==> src/rtl/serial_adder.sv <==
// Multi-cycle adder that reuses one BITS-wide slice, LSB-first, with a start/busy/done
// handshake. Results appear on sum/cout/overflow only when an operation completes.
module serial_adder #(
    parameter int WIDTH = 8,
    parameter int BITS  = 1
) (
    input  logic             clk,
    input  logic             rst,
    input  logic             start,
    input  logic [WIDTH-1:0] a,
    input  logic [WIDTH-1:0] b,
    input  logic             cin,
    output logic             busy,
    output logic             done,
    output logic [WIDTH-1:0] sum,
    output logic             cout,
    output logic             overflow
);

    localparam int N     = WIDTH / BITS;
    localparam int CNT_W = (N > 1) ? $clog2(N) : 1;

    typedef enum logic [1:0] {
        IDLE = 2'd0,
        RUN  = 2'd1,
        DONE = 2'd2
    } state_t;

    state_t             state_r;
    logic [WIDTH-1:0]   a_r;
    logic [WIDTH-1:0]   b_r;
    logic               carry_r;
    logic [CNT_W-1:0]   cnt_r;
    logic [WIDTH-1:0]   psum_r;

    logic [BITS:0]      slice_s;
    logic               msb_cin_s;
    logic [WIDTH-1:0]   psum_next_s;
    logic               last_s;

    function automatic logic [BITS:0] slice_add(
        input logic [BITS-1:0] x,
        input logic [BITS-1:0] y,
        input logic            c
    );
        return {1'b0, x} + {1'b0, y} + {{BITS{1'b0}}, c};
    endfunction

    // Slice datapath; the carry into the slice MSB is recovered as x ^ y ^ sum_bit.
    always_comb begin
        slice_s     = slice_add(a_r[BITS-1:0], b_r[BITS-1:0], carry_r);
        msb_cin_s   = a_r[BITS-1] ^ b_r[BITS-1] ^ slice_s[BITS-1];
        psum_next_s = (psum_r >> BITS) | (WIDTH'(slice_s[BITS-1:0]) << (WIDTH - BITS));
        last_s      = (cnt_r == CNT_W'(N - 1));
    end

    // Control FSM, operand/carry shift registers and registered result outputs.
    always_ff @(posedge clk or posedge rst) begin
        if (rst) begin
            state_r  <= IDLE;
            a_r      <= {WIDTH{1'b0}};
            b_r      <= {WIDTH{1'b0}};
            carry_r  <= 1'b0;
            cnt_r    <= {CNT_W{1'b0}};
            psum_r   <= {WIDTH{1'b0}};
            busy     <= 1'b0;
            done     <= 1'b0;
            sum      <= {WIDTH{1'b0}};
            cout     <= 1'b0;
            overflow <= 1'b0;
        end else begin
            case (state_r)
                IDLE: begin
                    done <= 1'b0;
                    if (start) begin
                        a_r     <= a;
                        b_r     <= b;
                        carry_r <= cin;
                        cnt_r   <= {CNT_W{1'b0}};
                        psum_r  <= {WIDTH{1'b0}};
                        busy    <= 1'b1;
                        state_r <= RUN;
                    end
                end
                RUN: begin
                    a_r     <= a_r >> BITS;
                    b_r     <= b_r >> BITS;
                    carry_r <= slice_s[BITS];
                    cnt_r   <= cnt_r + 1'b1;
                    psum_r  <= psum_next_s;
                    if (last_s) begin
                        sum      <= psum_next_s;
                        cout     <= slice_s[BITS];
                        overflow <= msb_cin_s ^ slice_s[BITS];
                        busy     <= 1'b0;
                        done     <= 1'b1;
                        state_r  <= DONE;
                    end
                end
                DONE: begin
                    done    <= 1'b0;
                    state_r <= IDLE;
                end
                default: begin
                    busy    <= 1'b0;
                    done    <= 1'b0;
                    state_r <= IDLE;
                end
            endcase
        end
    end

endmodule

==> config.mk <==
export PLATFORM = sky130hd
export DESIGN_NAME = serial_adder
export DESIGN_NICKNAME = d
export VERILOG_FILES = /design/src/rtl/serial_adder.sv
export SDC_FILE = /design/constraint.sdc
export NUM_CORES = 1
export LEC_CHECK = 0
export ABC_AREA = 1
export CORE_ASPECT_RATIO = 0.7
export CORE_MARGIN = 3
export CORE_UTILIZATION = 30
export DETAILED_ROUTE_END_ITERATION = 12
export PLACE_DENSITY_LB_ADDON = 0.25
export SETUP_SLACK_MARGIN = 0.05
export SLEW_MARGIN = 20
export SYNTH_ARGS = -nofsm -noshare
export SYNTH_HDL_FRONTEND = slang
export SYNTH_SLANG_ARGS = --single-unit
==> constraint.sdc <==
create_clock -name clk -period 1.8 [get_ports clk]
set_clock_uncertainty 0.05 [all_clocks]
set_input_delay 0.36 -clock clk [delete_from_list [all_inputs] [get_ports clk]]
set_output_delay 0.36 -clock clk [all_outputs]
set_load 0.01 [all_outputs]
; Word-level counts from Yosys, hierarchy flattened
; Cells that the tools add are included.
[word_totals]
register_bits = 42
latchBits = 0
ramBits = 0
romBits = 0
inputBits = 20
output_inout_bits = 12
word_cells = 48
mem_count = 0
[classes]
n_addsub = 3
multipliers = 0
n_div = 0
order_cmp = 0
n_eq_ne = 5
n_shift = 0
n_mux = 18
bitwise_logic = 5
n_reduce_logical = 6
[ops]
columns = operator, count
row1 = 8-bit case mux with 2 select lines, 3
row2 = 8-bit two-way mux, 3
row3 = 7-bit by 8-bit OR with 8-bit output, 1
row4 = 3-bit case mux with 2 select lines, 1
row5 = 2-bit AND reduction, 3
row6 = 1-bit two-way mux, 5
row7 = 2-bit two-way mux, 2
row8 = "2-bit inequality test, second input constant", 2
row9 = 2-bit case mux with 2 select lines, 1
row10 = "3-bit by 1-bit adder with 3-bit output, second input constant", 1
row11 = "3-bit == test, second input constant", 1
row12 = 3-bit two-way mux, 1
row13 = 1-bit case mux with 3 select lines, 1
row14 = 3-bit AND reduction, 1
row15 = 1-bit bitwise XOR, 3
row16 = 1-bit by 1-bit adder with 2-bit output, 1
row17 = 2-bit by 1-bit adder with 2-bit output, 1
row18 = "2-bit by 1-bit == test with 1-bit output, second input constant", 1
row19 = "2-bit == test, second input constant", 1
row20 = 2-bit zero test, 1
row21 = 1-bit case mux with 2 select lines, 1
row22 = 2-bit nonzero test, 1
row23 = 1-bit NOT, 1

; Longest topological paths before layout
[logic_depth]
ltp_word = 4
depth_mapped = 8

; Least setup slack after synthesis
; No wires, ideal clock.
[synth_path]
kind = register to register
from = reg a_r[0]
to = reg overflow
setup_time_ns = 0.117
t_arrival_ns = 1.324
path_slack_ns = 0.309
path_stages_with_launch = 8
n_path_buf = 0
path_cell_list = dfrtp_1 inv_1 fa_1 nand2_1 nand2_1 nand2_1 nand3_1 nand2_1
[synth_via]
elab_chain_len = 4
elab_cells_between_ends = 5
cone_classes = 2 x add/sub / 3 x bitwise
[synth_rtl]
columns = element, line_no
row1 = from (decl), 30  ; logic [WIDTH-1:0] a_r;
row2 = from (signal assigned), 61  ; a_r <= {WIDTH{1'b0}};
row3 = from (signal assigned), 86  ; a_r <= a_r >> BITS;
row4 = 1-bit by 1-bit adder with 2-bit output, 46  ; return {1'b0, x} + {1'b0, y} + {{BITS{1'b0}}, c};
row5 = 2-bit by 1-bit adder with 2-bit output, 46
row6 = 1-bit bitwise XOR, 52  ; msb_cin_s = a_r[BITS-1] ^ b_r[BITS-1] ^ slice_s[BITS-1];
row7 = 1-bit bitwise XOR (*), 94  ; overflow <= msb_cin_s ^ slice_s[BITS];
row8 = to (signal assigned), 94
row9 = to (decl), 17  ; output logic overflow
; Mark *: on every way between the ends. The rest lies on a longest branch, timed or not.
; A chain may end at the register's enable or synchronous reset.

; Worst setup path in the final report
; Ends and elaborated chain as after synthesis.

==> results.md <==
* Status: finished clean
* CTS tree: done
* VDD IR max at 392 µV
* Number of port buffers at 31
* Most common cell on crit path: nand2_1
* Setup bufs post-CTS at 0
* Crit share post-route at 0.897
* Pre-CTS setup slack at 84.8 ps
* GRT Overall Usage at 0.117
* Largest net degree at the start of global routing at 42
* Vias in the first global route at 1304
* Placeable Area at 5810 µm²
* Crit-path max cell delay at 640 ps
* RD Place Congestion at 0.731
* CTS Root Cell: clkbuf_8
* Actual slew at the worst max-slew pin at 630 ps
* Antenna violations before repair at 0
* Crit path setup slack, layout at 185 ps
* Final WL at 3780 µm
* Total Nets Final at 253
* TritonCTS sink count at 41
* Flop2flop setup slack at 180 ps
* Sequential fraction of the synthesis area at 0.563
* CP max FO at 5
* Die width at 99.2 µm
* Critical path's top delay family: adder cells
* Pre-antenna DRT Iters at 4
* CP Data Arrival Time at 1810 ps
* CTS clk-pin slew, worst paths at 70 ps
* FF-to-FF Start: a_r[0]$_DFFE_PP0P_
* Number of diodes at 0
* Synth warn at 0
* Worst setup path class: reg -> reg
* DRC viols at 0
* Via-per-instance ratio at 4.43
* Clock Tree Buf Depth at 2
* Worst reg2reg path depth at 8
* Fill cell count at 595
* Worst R2R End: overflow$_DFFE_PP0P_
* Synth Instances at 196
* Fmax at 619 MHz
* Syn Nets at 219
* ANT nets after route at 0
* Die height at 71.2 µm
* Crit-path cells: inv_1 > fa_2 > inv_1 > nand2_1 > nand2_1 > nand2_1 > nand3_1 > nand2_1
* Yosys cell types at 23
* Total CTS buffers at 5
* Final setup violation count at 0
* Setup crit end kind: flip-flop
* Hold-fix buffer count after cts at 0
* Dpl cell area at 2210 µm²
* CP max stage cell: fa_2
* Final HPWL from detailed placement at 2540 µm
* Startpoint types: flip-flop
* I/O pin count at 32
* Clock Latency Late Sink at 300 ps
* Slew margin rel. at 0.580
* First-pass GRT wire length at 6390 µm
* DR WL/cell at 12.4 µm
* Max cap viols at 0
* Drt initial violations at 86
* Hold Crit Class: in -> async
* Layout cells sized above 1 at 0.117
* LEAKAGE at 1.05 nW
* Data required, critical path at 1990 ps
* Std-Cell Rows at 23
* Mean area per synthesized cell at 9.30 µm²
* Top cell type's share of synthesized area at 0.563
* Flops & latches, synth at 41
* Finished Cell Area at 2290 µm²
* Cell accounting for the most synthesized area: dfrtp_1
* Final setup TNS at 0 ps
* Synth area leaders: dfrtp_1 56%, nand2_1 10%, o21ai_0 4.9%, o21ai_2 4.3%, inv_1 3.7%
* Htree depth at 2
* Grt total ovfl at 0
* DIE AREA at 7060 µm²
* Vias at 1350
* Final Hold Fails at 0
* P&R area growth vs syn at 25.9%
* Initial Util at 0.314
* Post-Syn Area at 1820 µm²
* Pwr per Cell Area at 1760 nW/µm²
* RSZ-0062 raised after global routing: no
* Max-slew violation count at 0
* CP Buf/Inv Count at 2
* Final min period at 1620 ps
==> flip-flops by register name, indices dropped and copies added, names as in the netlist <==
signal and cells:
carry_r 1, cnt_r 3, busy 1, state_r 2
psum_r 7, sum 8, a_r 8, b_r 8
overflow 1, cout 1, done 1
==> per-layer routing <==
| layer | global-route usage | part of all wire | vias to the layer above |
|---|---|---|---|
| met1 | 0.174 | 0.51 | 621 |
| li1 | - | - | 694 |
| met4 | 0.0682 | 0.026 | 0 |
| met3 | 0.0292 | 0.054 | 8 |
| met2 | 0.152 | 0.40 | 27 |
| met5 | 0 | 0 | - |
==> placed cells by master, fill, tap and decap left out, drive strengths merged <==
master	count
dfrtp	41
o211ai	1
buf	4
clkdlybuf4s50	31
o21ai	39
nand2	52
clkbuf	7
nand3	1
nor3	2
inv	21
a21oi	1
fa	1
o22ai	8
nor2	19
ha	2
==> cells by family (layout without fill, tap and decap cells) <==
group,count (synthesis),in the layout,share of synthesized area
compound gates,49,49,0.160
fa+ha+maj,3,3,0.0247
buf+inv,29,63,0.0796
flops,41,41,0.563
simple gates,74,74,0.173
==> synthesized netlist by cell type <==
cell / n
o22ai_1: 8
nand2_2: 1
fa_1: 1
nor3_1: 2
nand3_1: 1
o21ai_2: 9
o21ai_1: 12
buf_2: 2
buf_4: 2
nor2_8: 1
buf_6: 3
o21ai_0: 18
inv_2: 2
clkbuf_2: 1
ha_1: 2
a21oi_1: 1
nor2_1: 18
o211ai_1: 1
dfrtp_1: 41
nand2_1: 49
inv_1: 18
nand2_4: 2
inv_4: 1
==> cell type report <==
class,count,area (µm²),share of cell area
flip-flops and latches,41,1030,0.447
multi-input cells,126,654,0.285
repair buffers,35,353,0.154
well taps,75,93.8,0.0409
clock buffers,7,86.3,0.0376
inverters,21,81.3,0.0354
==> how the worst max path moves through the flow <==
| stage | startpoint | end | slack, ps | cells past startpoint |
|---|---|---|---|---|
| after floorplan | a_r[0]$_DFFE_PP0P_ | overflow$_DFFE_PP0P_ | 310 | 7 |
| after global placement | start | a_r[2]$_DFFE_PP0P_ | 140 | 6 |
| after detailed placement | start | b_r[5]$_DFFE_PP0P_ | 80 | 6 |
| after CTS | a_r[0]$_DFFE_PP0P_ | overflow$_DFFE_PP0P_ | 140 | 8 |
| after global routing | a_r[0]$_DFFE_PP0P_ | overflow$_DFFE_PP0P_ | 50 | 8 |
| final | a_r[0]$_DFFE_PP0P_ | overflow$_DFFE_PP0P_ | 180 | 8 |
==> worst register-to-register path, cell delays in order, from the launching register on <==
cell	delay [ps]
dfrtp_1	400
inv_1	110
fa_2	640
inv_1	70
nand2_1	50
nand2_1	50
nand2_1	60
nand3_1	80
nand2_1	60
==> through the flow <==
stage	hold WS, ps	util	total power, mW	cells
4_1_cts	379	0.394	4.08	305
5_1_grt	400	0.395	4.43	305
3_3_place_gp	413	0.379	3.41	298
3_5_place_dp	421	0.379	3.46	298
6_report	364	0.395	4.04	305
2_1_floorplan	396	-	2.88	196
==> timing repair <==
item	4_1_cts	5_1_grt
setup endpoints to repair	0	1
hold endpoints to repair	0	0
gates resized for setup	0	1
==> report_power, final <==
part | internal [mW] | switching [mW]
Sequential | 1.36 | 0.218
Combinational | 0.800 | 1.05
Clock | 0.304 | 0.309
(Power assumes the default switching activity.)
